File: src/rtl/dmem_arb.sv
// dmem_arb: two-port arbiter/sequencer in front of the single-port synchronous dmem.
//
// Port 0 is the core LSU, port 1 the debug/DMA port. At most one access is granted per
// cycle (round-robin on ties), the registered dmem read data is routed back to the
// winner one cycle later, and a bounded lock keeps the bus for read-modify-write.
//
// Ports:
//   clk, reset_x                     clock (rising edge), synchronous active-low reset
//   pN_req/we/addr/wdata/lock        request from port N (N = 0, 1)
//   pN_gnt                           combinational grant, access taken this cycle
//   pN_rvalid/rdata/err              response one cycle after grant
//   dmem_addr/wdata/we, dmem_rdata   memory side
module dmem_arb #(
    parameter int unsigned MEM_DEPTH_LOG = 5,
    parameter int unsigned LOCK_MAX      = 15,
    parameter int unsigned ADDR_LEN      = 8,
    parameter int unsigned DATA_LEN      = 32
) (
    input  logic                clk,
    input  logic                reset_x,
    input  logic                p0_req,
    input  logic                p0_we,
    input  logic [ADDR_LEN-1:0] p0_addr,
    input  logic [DATA_LEN-1:0] p0_wdata,
    input  logic                p0_lock,
    output logic                p0_gnt,
    output logic                p0_rvalid,
    output logic [DATA_LEN-1:0] p0_rdata,
    output logic                p0_err,
    input  logic                p1_req,
    input  logic                p1_we,
    input  logic [ADDR_LEN-1:0] p1_addr,
    input  logic [DATA_LEN-1:0] p1_wdata,
    input  logic                p1_lock,
    output logic                p1_gnt,
    output logic                p1_rvalid,
    output logic [DATA_LEN-1:0] p1_rdata,
    output logic                p1_err,
    output logic [ADDR_LEN-1:0] dmem_addr,
    output logic [DATA_LEN-1:0] dmem_wdata,
    output logic                dmem_we,
    input  logic [DATA_LEN-1:0] dmem_rdata
);

    typedef enum logic [1:0] {StUnlocked, StLock0, StLock1} state_e;

    localparam logic [7:0] LockMax = 8'(LOCK_MAX);

    state_e     state_q, state_d;
    logic       last_q, last_d;
    logic [7:0] lcnt_q, lcnt_d;
    logic [1:0] perr_q, perr_d;     // forced-release error owed to each port
    logic       trk_valid_q, trk_port_q, trk_read_q, trk_err_q;
    logic       trk_valid_d, trk_port_d, trk_read_d, trk_err_d;

    logic any_gnt, grant_port, sel_we, in_range, force_rel;
    logic lock_port, own_req, own_lock;

    // Grant decode; nothing is granted while reset is held.
    always_comb begin : grant
        p0_gnt = 1'b0;
        p1_gnt = 1'b0;
        if (reset_x) begin
            unique case (state_q)
                StUnlocked: begin
                    if (p0_req && p1_req) begin
                        p0_gnt = last_q;
                        p1_gnt = ~last_q;
                    end else begin
                        p0_gnt = p0_req;
                        p1_gnt = p1_req;
                    end
                end
                StLock0: p0_gnt = p0_req;
                StLock1: p1_gnt = p1_req;
                default: ;
            endcase
        end
    end

    assign any_gnt    = p0_gnt | p1_gnt;
    assign grant_port = p1_gnt;

    // Port 0 drives the memory bus whenever port 1 is not granted.
    assign dmem_addr  = p1_gnt ? p1_addr  : p0_addr;
    assign dmem_wdata = p1_gnt ? p1_wdata : p0_wdata;
    assign sel_we     = p1_gnt ? p1_we    : p0_we;
    assign in_range   = (dmem_addr >> MEM_DEPTH_LOG) == '0;
    assign dmem_we    = any_gnt & sel_we & in_range;

    assign lock_port = (state_q == StLock1);
    assign own_req   = lock_port ? p1_req  : p0_req;
    assign own_lock  = lock_port ? p1_lock : p0_lock;

    always_comb begin : next_state
        state_d   = state_q;
        last_d    = last_q;
        lcnt_d    = lcnt_q;
        perr_d    = perr_q;
        force_rel = 1'b0;
        if (any_gnt) begin
            last_d = grant_port;
        end
        unique case (state_q)
            StUnlocked: begin
                if (p0_gnt && p0_lock) begin
                    state_d = StLock0;
                    lcnt_d  = '0;
                end else if (p1_gnt && p1_lock) begin
                    state_d = StLock1;
                    lcnt_d  = '0;
                end
            end
            StLock0, StLock1: begin
                lcnt_d = lcnt_q + 8'd1;
                // A voluntary release wins over a timeout in the same cycle.
                if (!own_lock && (any_gnt || !own_req)) begin
                    state_d = StUnlocked;
                end else if (lcnt_d == LockMax) begin
                    state_d   = StUnlocked;
                    last_d    = lock_port;
                    force_rel = 1'b1;
                end
            end
            default: state_d = StUnlocked;
        endcase
        if (any_gnt) begin
            perr_d[grant_port] = 1'b0;
        end
        // If the owner is granted in the timeout cycle, the error goes straight into tracking.
        if (force_rel && !any_gnt) begin
            perr_d[lock_port] = 1'b1;
        end
    end

    assign trk_valid_d = any_gnt;
    assign trk_port_d  = grant_port;
    assign trk_read_d  = ~sel_we;
    assign trk_err_d   = any_gnt & (~in_range | perr_q[grant_port] | force_rel);

    always_ff @(posedge clk) begin
        if (!reset_x) begin
            state_q     <= StUnlocked;
            last_q      <= 1'b1;
            lcnt_q      <= '0;
            perr_q      <= '0;
            trk_valid_q <= 1'b0;
            trk_port_q  <= 1'b0;
            trk_read_q  <= 1'b0;
            trk_err_q   <= 1'b0;
        end else begin
            state_q     <= state_d;
            last_q      <= last_d;
            lcnt_q      <= lcnt_d;
            perr_q      <= perr_d;
            trk_valid_q <= trk_valid_d;
            trk_port_q  <= trk_port_d;
            trk_read_q  <= trk_read_d;
            trk_err_q   <= trk_err_d;
        end
    end

    // Responses are suppressed while reset is held so a pending one is discarded.
    assign p0_rvalid = reset_x & trk_valid_q & ~trk_port_q;
    assign p1_rvalid = reset_x & trk_valid_q & trk_port_q;
    assign p0_err    = p0_rvalid & trk_err_q;
    assign p1_err    = p1_rvalid & trk_err_q;
    assign p0_rdata  = (p0_rvalid & trk_read_q & ~trk_err_q) ? dmem_rdata : '0;
    assign p1_rdata  = (p1_rvalid & trk_read_q & ~trk_err_q) ? dmem_rdata : '0;

endmodule

File: config.mk
export PLATFORM = sky130hd
export DESIGN_NAME = dmem_arb
export DESIGN_NICKNAME = d
export VERILOG_FILES = /design/src/rtl/dmem_arb.sv
export SDC_FILE = /design/constraint.sdc
export NUM_CORES = 1
export LEC_CHECK = 0
export ABC_AREA = 1
export CAP_MARGIN = 20
export CORE_AREA = 2 2 90 92
export CTS_CLUSTER_DIAMETER = 150
export DETAILED_ROUTE_END_ITERATION = 10
export DIE_AREA = 0 0 92 94
export HOLD_SLACK_MARGIN = 0.15
export PLACE_DENSITY_LB_ADDON = 0.25
export SLEW_MARGIN = 10
export SYNTH_ARGS = -nofsm -noshare
export SYNTH_HDL_FRONTEND = slang
export SYNTH_SLANG_ARGS = --single-unit
File: constraint.sdc
create_clock -name clk -period 5.98 [get_ports clk]
set_input_delay 1.495 -clock clk [delete_from_list [all_inputs] [get_ports clk]]
set_output_delay 1.495 -clock clk [all_outputs]
set_load 0.005 [all_outputs]
Word-level counts from Yosys, hierarchy flattened. Cells that the tools add are included.

Flip-flop bits (word level): 17. Latch bits: 0. Bits in writable memories: 0. Bits in read-only memories: 0. Bits of input ports: 120. Output and inout port bits: 111. Logic and storage cells: 94. Memories kept: 0.

$add $sub $neg: 1. $mul: 0. Div/mod/pow operators: 0. Order comparisons: 4. Eq/ne operators: 5. Shifts and indexed selects: 0. Muxes and demuxes: 36. Bitwise gates (word level): 23. Reductions and logical operators: 17.

Operators by type and width (number): $mux W32 (3); $mux W8 (3); $mux W1 (18); $pmux W8 S2 (1); $and A1 B1 Y1 (12); $mux W2 (6); $add A8 B1 Y8 const B (1); $eq A8 B4 Y1 const B (1); $logic_not A8 Y1 (1); $logic_and A1 B1 Y1 (7); $ne A3 B3 Y1 const B (2); $not A1 Y1 (5); $lt A1 B2 Y1 const B (2); $pmux W1 S2 (2); $pmux W2 S2 (1); $reduce_and A2 Y1 (2); $logic_not A1 Y1 (3); $or A1 B1 Y1 (3); $and A2 B2 Y2 (1); $demux W1 S1 (2); $eq A2 B1 Y1 const B (1); $eq A2 B2 Y1 const B (1); $ge A1 B1 Y1 const B (2); $logic_not A2 Y1 (1); 5 further kinds (5).

Logic depth before layout (Yosys ltp). Gate-level depths: netlist of the first run.

Depth after elaboration: 13. Mapped depth: 11. Gate-level depth less buffers: 11.

Least setup slack after synthesis of the first run. OpenSTA, ideal clock, no wires.

Kind: input port to output port. Start point: input port reset_x. End point: output port p1_rdata[10]. Arrival: 2.335 ns. Required time: 4.485 ns. Setup slack: 2.150 ns. Cell stages on the path: 5. Buffers on the path: 1. Path through: inv_2 nor3_1 nand3_1 clkbuf_1 nor2_1.

Cells in the longest elaborated chain, start to end: 5.

Ends and longest elaborated chain: start: declaration (RTL line 20) `input logic reset_x,`; $and A1 B1 Y1 (2 in a row) (RTL line 165) `assign p1_rvalid = reset_x & trk_valid_q & trk_port_q;`; via p1_rvalid (RTL line 36) `output logic p1_rvalid,`; $and A1 B1 Y1 (2 in a row) (RTL line 169) `assign p1_rdata = (p1_rvalid & trk_read_q & ~trk_err_q) ? dmem_rdata : '0;`; $mux W32 (RTL line 169); end: declaration (RTL line 37) `output logic [DATA_LEN-1:0] p1_rdata,`.

The timed path passes the listed nets, and every way through them passes these cells.

Final worst setup path of the first run.
Start point: input port reset_x. End point: output port dmem_we.

Cells in the longest elaborated chain, start to end: 4. Elaborated cells on any way between the ends: 8. Those cells by class: mux (4); bitwise (3); reduce/logical (1).

Ends and longest elaborated chain: $mux W1 (RTL line 63) `if (reset_x) begin`; $mux W8, or another cell as far along (RTL line 85) `assign dmem_addr = p1_gnt ? p1_addr : p0_addr;`; $logic_not A8 Y1 or $and A1 B1 Y1 (tied branches) (RTL line 88, 89); $and A1 B1 Y1 * (RTL line 89) `assign dmem_we = any_gnt & sel_we & in_range;`; end: declaration (RTL line 41) `output logic dmem_we,`.

Every way passes the cells marked *; elsewhere a longest branch is shown, timed or not.

==> flow_metrics.env, run 1 <==
export IMPL_status="finished, final reports clean"
export IMPL_cts_path_max_buffers=2
export IMPL_slew_viol_final=0
export IMPL_synth_compound_area_frac=0.0638
export IMPL_rsz0062_at_grt="no"
export IMPL_crit_fanout=26
export IMPL_switching_share=0.402
export IMPL_hold_path_class="reg2reg"
export IMPL_cts_resized=0
export IMPL_io_pins=231
export IMPL_grt_start_max_net_pins=33
export IMPL_critPathKind="in2out"
export IMPL_r2r_slack_ns=3.57
export IMPL_setup_tns_ns=0
export IMPL_drc=0
export IMPL_routabilityCongestion=0.848
export IMPL_power_uw=712
export IMPL_rows=32
export IMPL_cap_violations=0
export IMPL_syn_to_final_growth_pct=128
export IMPL_yosys_area_share_simple=0.568
export IMPL_synthMuxAreaShare=0.00521
export IMPL_cts_hold_buffers=0
export IMPL_yosys_most_used_dff="dfxtp_1"
export IMPL_r2r_cells=11
export IMPL_syn_area_per_cell_sq_um=4.84
export IMPL_coreArea_sq_mm=0.00761
export IMPL_root_buffer="clkbuf_8"
export IMPL_yosys_warnings=0
export IMPL_via_count=3123
export IMPL_clock_fmax_mhz=192
export IMPL_ys_ff_latch=17
export IMPL_yosysSeqAreaShare=0.177
export IMPL_cts_tree="done"
export IMPL_hpwl_um=7300
export IMPL_worstReg2RegEnd="lcnt_q[5]$_SDFFE_PN0P_"
export IMPL_synth_xor_xnor_area_share=0
export IMPL_synth_most_common_cell="nand2_1"
export IMPL_portBuffers=230
export IMPL_cp_start_kind="primary input"
export IMPL_clk_insertion_delay_late_ns=0.26
export IMPL_fin_crit_sh=0.873
export IMPL_rr_startpoint="state_q[0]$_SDFFE_PN0P_"
export IMPL_end_kind="output port"
export IMPL_die_area_sq_mm=0.00865
export IMPL_synth_largest_area_cell="nand2_1"
export IMPL_die_h_um=94
export IMPL_synth_common_cells="nand2_1 (167), nor2_1 (77), inv_1 (52)"
export IMPL_viasPerCell=4.33
export IMPL_synth_edff_count=0
export IMPL_antenna_found_initial=0
export IMPL_ant_nets=0
export IMPL_initial_core_util=0.253
export IMPL_min_from="lcnt_q[7]$_SDFFE_PN0P_"
export IMPL_synth_nets=522
export IMPL_worstMarginPinSlew_ns=0.447
export IMPL_synth_area_sq_mm=0.00192
export IMPL_clk_pin_slew_ns=0.07
export IMPL_grt_pass1_vias=3071
export IMPL_finalCriticalPeriod_ns=5.22
export IMPL_p_sw_uw=286
export IMPL_routed_wl_um=8740
export IMPL_synth_top_area_frac=0.326
export IMPL_synth_cells=397
export IMPL_h_tree_depth=1
export IMPL_drive_gt1_frac=0.0323
export IMPL_max_slew_margin_rel=0.701
export IMPL_synth_async_sr_flop_share=0
export IMPL_setup_violations=0
export IMPL_ys_types=24
export IMPL_wl_per_cell_um=12.1
export IMPL_grt_pass1_wl_um=13600
export IMPL_worstPathArrival_ns=3.73
export IMPL_fin_nets=745
export IMPL_clkPwrFrac=0.124
export IMPL_p_int_uw=426
export IMPL_p_seq_frac=0.192
export IMPL_p_leak_nw=2.04
export IMPL_ir_drop_v=0.0000886
export IMPL_clkSinkCount=17
export IMPL_drt_iter0_drc=87
export IMPL_synth_top_family_by_area="simple AND/OR/NAND/NOR gates"
export IMPL_required_ns=4.49
export IMPL_fill_cells=755
export IMPL_yosys_area_share_adder=0.0326
export IMPL_skew_ns=0.00183
export IMPL_grt_overflow=0
export IMPL_dr_pass1_iters=4
export IMPL_cts_made_buffers=3
export IMPL_min_to="lcnt_q[7]$_SDFFE_PN0P_"
export IMPL_grtUsageTotal=0.192
export IMPL_powerDensity_mw_per_mm2=163
export IMPL_synth_area_leaders="nand2_1 (33%), dfxtp_1 (18%), nor2_1 (15%), inv_1 (10%), nand3_1 (4.4%)"
export IMPL_p_comb_frac=0.684
export IMPL_hold_viol=0
export IMPL_post_cts_buffers=0
export IMPL_n_antenna_cell=0
export IMPL_hold_path_depth=2
export IMPL_die_w_um=92
## worst max-delay path, stage by stage
cell and delay [ns]:
clkdlybuf4s50_1 0.54, nand2_1 0.08, a21oi_2 0.12, nand2_2 0.28, buf_4 0.29, o21ai_1 0.15
nand3_1 0.12, nor2_1 0.10, clkdlybuf4s50_1 0.54
## logic make-up after synthesis
| group | count (synthesis) |
|---|---|
| buffers and inverters | 76 |
| AOI/OAI and AO/OA | 23 |
| DFF | 17 |
| and+or+nand+nor | 275 |
| adders and majority gates | 5 |
| muxes | 1 |
## cells in the final DEF (no fill, tap or decap), drive strengths merged
cell and count:
a21oi 16, buf 5, clkbuf 3, clkdlybuf4s50 230, clkinv 2, dfxtp 17, ha 5, inv 58
mux2i 1, nand2 168, nand3 18, nand3b 4, nand4 1, nor2 78, nor3 4, nor4 2
o21ai 7
## registers in the layout, indices dropped and copies added, names as in the netlist
name,count
trk_port_q,1
lcnt_q,8
perr_q,2
trk_read_q,1
trk_err_q,1
last_q,1
state_q,2
trk_valid_q,1
## cell type report
type / instances / area (sq um) / share of cell area
Timing Repair Buffer: 235 / 2350 / 0.538
Multi-Input combinational cell: 304 / 1290 / 0.294
Sequential cell: 17 / 340 / 0.0778
Inverter: 59 / 221 / 0.0506
Tap cell: 102 / 128 / 0.0292
Clock buffer: 3 / 41.3 / 0.00944
Clock inverter: 1 / 5.00 / 0.00114
## power groups by stage
| stage | clock (mW) | combinational (mW) | sequential (mW) |
|---|---|---|---|
| after detailed placement | 0 | 0.489 | 0.139 |
| after global placement | 0 | 0.482 | 0.139 |
| final | 0.0885 | 0.487 | 0.137 |
| after global routing | 0.0955 | 0.542 | 0.139 |
| after floorplan | 0 | 0.228 | 0.138 |
| after CTS | 0.0922 | 0.493 | 0.137 |
## per-layer routing
layer	GRT usage	vias to the layer above	wire length (um)
li1	-	1621	-
met1	0.188	1334	3040
met2	0.386	157	4660
met3	0.0514	11	890
met4	0.0622	0	148
met5	0	-	0
## through the flow
stage	hold slack [ns]	setup slack, ns	cells	area, sq um	utilization
finish	0.471	0.759	721	4380	0.575
global route	0.500	0.579	721	4380	0.575
CTS	0.476	0.740	721	4380	0.575
detailed placement	0.465	0.744	717	4330	0.569
global placement	0.456	0.761	717	4330	0.569
floorplan	0.445	2.15	397	1920	-
## how the worst max path moves through the flow
stage	startpoint	endpoint	slack, ns	cells past startpoint
2_1_floorplan	reset_x	p1_rdata[10]	2.15	5
3_3_place_gp	reset_x	dmem_we	0.76	9
3_5_place_dp	reset_x	dmem_we	0.74	9
4_1_cts	reset_x	dmem_we	0.74	9
5_1_grt	reset_x	dmem_we	0.58	9
6_report	reset_x	dmem_we	0.76	9
Note: power is estimated with default switching activity, not from simulation.
==> run 2, diff against run 1 <==
--- a/config.mk
+++ b/config.mk
@@ -6,6 +6,7 @@
 export NUM_CORES = 1
 export LEC_CHECK = 0
 export ABC_AREA = 1
+export ABC_CLOCK_PERIOD_IN_PS = 5980
 export CAP_MARGIN = 20
 export CORE_AREA = 2 2 90 92
 export CTS_CLUSTER_DIAMETER = 150
==> results of run 2 <==
Final layout, timing and power as in run 1 (identical DEF).
==> variant 1, RTL diff (flow settings as in run 1) <==
Set the parameter `DATA_LEN` to 64 (it was 32).
--- a/src/rtl/dmem_arb.sv
+++ b/src/rtl/dmem_arb.sv
@@ -16,3 +16,3 @@
     parameter int unsigned ADDR_LEN      = 8,
-    parameter int unsigned DATA_LEN      = 32
+    parameter int unsigned DATA_LEN      = 64
 ) (
Ports: changed (6 resized); port bits go from 231 to 423. The function was not compared with the original's and may differ.
==> variant 1 against run 1 <==
  * The run now fails in I/O pin placement (3_2_place_iop)
  * Area after synthesis is 44% higher
==> variant 1: results (changes against run 1) <==
status=stopped before the end; last step reached=I/O pin placement (3_2_place_iop); error msg=[ERROR PPL-0024] Number of IO pins (423) exceeds maximum number of available positions (326). Increase the die perimeter from 372.00um to 575.28um.; most frequent cells after synthesis=nand2_1 (261), nor2_1 (139), inv_1 (81), clkbuf_1 (18), dfxtp_1 (17); Synthesis Warnings=0 (unchanged); Synth area leaders=nand2_1 (35%), nor2_1 (19%), dfxtp_1 (12%); Netlist cell types=27 (+13%); multiplexer share of the synthesized area=0.362% (-0.16 points); ys flop type=dfxtp_1; Synthesized Nets=823 (+58%); xor/xnor cell area share of the yosys netlist=0% (unchanged); Mapped Cells=602 (+52%); Compound-Gate Fraction of Synth Area=4.44% (-1.9 points); Adder-Cell Fraction of Synth Area=2.26% (-0.99 points); synthesized flop and latch total=17 (unchanged); Post-synth ARST share=0% (unchanged); Seq/Total Area, Yosys=12.3% (-5.4 points)
[variant 1: changes by cell type after synthesis, moves of 3 or more]
cell / before / now
buf_4: 0 / 8
clkbuf_1: 15 / 18
inv_1: 52 / 81
inv_2: 6 / 9
nand2_1: 167 / 261
nor2_1: 77 / 139
nor3_1: 4 / 1
nor3_2: 0 / 3
[variant 1: cell families after synthesis]
group	count (synthesis)
compound gates	23
buf+inv	121
fa+ha+maj	5
mux	1
simple gates	435
flops	17
==> variant 2, RTL diff (flow settings as in run 1) <==
Made on the original files. Register the output `p1_err`, cleared by the reset; this adds one clock of latency there. The other outputs are not delayed to match.
--- a/src/rtl/dmem_arb.sv
+++ b/src/rtl/dmem_arb.sv
@@ -166,3 +166,9 @@
     assign p0_err    = p0_rvalid & trk_err_q;
-    assign p1_err    = p1_rvalid & trk_err_q;
+    always_ff @(posedge clk) begin
+        if (!reset_x) begin
+            p1_err <= '0;
+        end else begin
+            p1_err <= p1_rvalid & trk_err_q;
+        end
+    end
     assign p0_rdata  = (p0_rvalid & trk_read_q & ~trk_err_q) ? dmem_rdata : '0;
Behaviour: not the same (a bounded check fails within 4 cycles, from zero or initial values and one cycle with reset_x low).
==> variant 2 against run 1 <==
  * Synthesized cell count grew 2.3%
  * Setup slack gained 0.086 ns
  * Sequential cell count grew 1
  * Count of clock-buffer cells in the layout grew 1
  * Non-clock buffer count grew 2
  * Area after synthesis grew 5.1%
  * Global-route usage grew 0.32 points
  * Sequential share of layout area grew 0.27 points
  * Total power grew 19%
  * Design area grew 2.3%
  * Combinational power grew 14%
  * Wire length grew 0.39%
  * Hold slack gained 0.00051 ns
==> variant 2: results (changes against run 1) <==
biggest regs=lcnt_q x8, perr_q x2, state_q x2; Cell Count, Final, Fillers Out=731 (+1.4%); Synthesis Warnings=0 (unchanged); Clock Pin Slew Worst Setup and Hold Paths=0.07 ns (about the same); Max Freq=195 MHz (+1.7%); vias in the first global route=3032 (-1.3%); most frequent cells after synthesis=nand2_1 (166), nor2_1 (80), inv_1 (58), dfxtp_1 (18), a21oi_1 (16); status=finished, final reports clean; Max VDD drop=0.000108 V (+22%); Antenna diodes=0 (unchanged); Detailed Place HPWL=7440 um (+1.9%); initial antenna violation count=0 (unchanged); Iter 0 DRT Violations=69 (-21%); Final Setup Violations=0 (unchanged); GPL Wtd Cong=0.848 (about the same); clock root buffer=clkbuf_8; worst slew pin tran=0.417 ns (-0.0302 ns); via/cell ratio=4.35 (+0.37%); Synth area leaders=nand2_1 (31%), dfxtp_1 (18%), nor2_1 (15%); Seq/Total Area, Yosys=17.8% (+0.14 points); Mapped Cells=406 (+2.3%); R2R Path Start=state_q[0]; Skew-Pair Late Insertion Delay=0.26 ns (about the same); leak pwr=2.10 nW (+3.4%); clk buf depth=2 (unchanged); Synthesized Nets=532 (+1.9%); area after detailed placement=4420 um^2 (+2.1%); Pre-Repair DR Iteration Count=4 (unchanged); Place WS=0.805 ns (+0.0607 ns); post-CTS sizing=0 (unchanged); layout cells sized above 1=4.29% (+1.1 points); pin count of the biggest net entering global routing=35 (+6.1%); count of input and output buffers=230 (unchanged); min-delay src=perr_q[1]; Crit. Startpoint=p0_req; Most flops, register=lcnt_q; Post-synth ARST share=0% (unchanged); crit path DAT=3.64 ns (-0.09 ns); r2r setup slk=3.64 ns (+0.07 ns); Post-Route WL=8770 um (+0.39%); ys flop type=dfxtp_1; All-Layer GR Usage=19.5% (+0.32 points); fin nets=756 (+1.5%); clk_skew=0.00511 ns (+0.00329 ns); # H-tree levels=1 (unchanged); Hold Path Class=reg -> reg; CP max FO=21 (-19%); Netlist cell types=28 (+17%); TritonCTS Buffers=3 (unchanged); first-pass GRT wire length=13900 um (+1.7%); Post-CTS Setup Inserts=0 (unchanged)
## variant 2: worst paths after layout
| kind | to | cells past startpoint |
|---|---|---|
| max | dmem_we | 9 |
| min | perr_q[1] | 2 |
| max reg2reg | lcnt_q[2] | 12 |
| min reg2reg | perr_q[1] | 2 |
## variant 2: layout make-up
class / count / area (um^2)
fill: 731 / 3130
timing repair buffer: 237 / 2370
tap: 102 / 128
sequential: 18 / 360
multi-input combinational: 307 / 1330
clock buffer: 4 / 55.1
inverter: 63 / 236
## variant 2: per-stage QoR
step | hold WS (ns) | power (mW)
after floorplan | 0.444 | 0.481
after global placement | 0.452 | 0.734
after detailed placement | 0.461 | 0.743
after CTS | 0.472 | 0.850
after global routing | 0.530 | 0.924
final | 0.472 | 0.844
## variant 2: report_power, final
group,total (mW),internal [mW],switching [mW],leakage (nW)
Clock,0.102,0.0586,0.0437,0.0288
Sequential,0.188,0.155,0.0326,0.148
Combinational,0.554,0.280,0.274,1.93
## variant 2: logic make-up (layout without fill, tap and decap cells)
| logic type | Yosys count | in the layout | share of synthesized area, % |
|---|---|---|---|
| AND/OR/NAND/NOR | 271 | 271 | 53.3 |
| adder cells (fa/ha/maj) | 6 | 6 | 3.72 |
| multiplexers | 1 | 1 | 0.496 |
| flip-flops | 18 | 18 | 17.8 |
| buffers and inverters | 81 | 304 | 16.4 |
| AO/OA/AOI/OAI | 29 | 29 | 8.30 |
## variant 2: metal layers
layer | global-route usage [%] | part of all wire [%] | vias to the layer above
met4 | 6.34 | 2.4 | 0
met5 | 0 | 0 | -
met1 | 19.2 | 35 | 1343
met2 | 38.4 | 52 | 169
li1 | - | - | 1647
met3 | 6.02 | 11 | 19
## variant 2: critical path, stage by stage
cell             delay, ns
clkdlybuf4s50_1       0.50
nand3_1               0.10
nand2_2               0.34
buf_4                 0.29
nand2_1               0.08
o21ai_2               0.07
nand3_1               0.13
nor2_1                0.12
clkdlybuf4s50_1       0.53
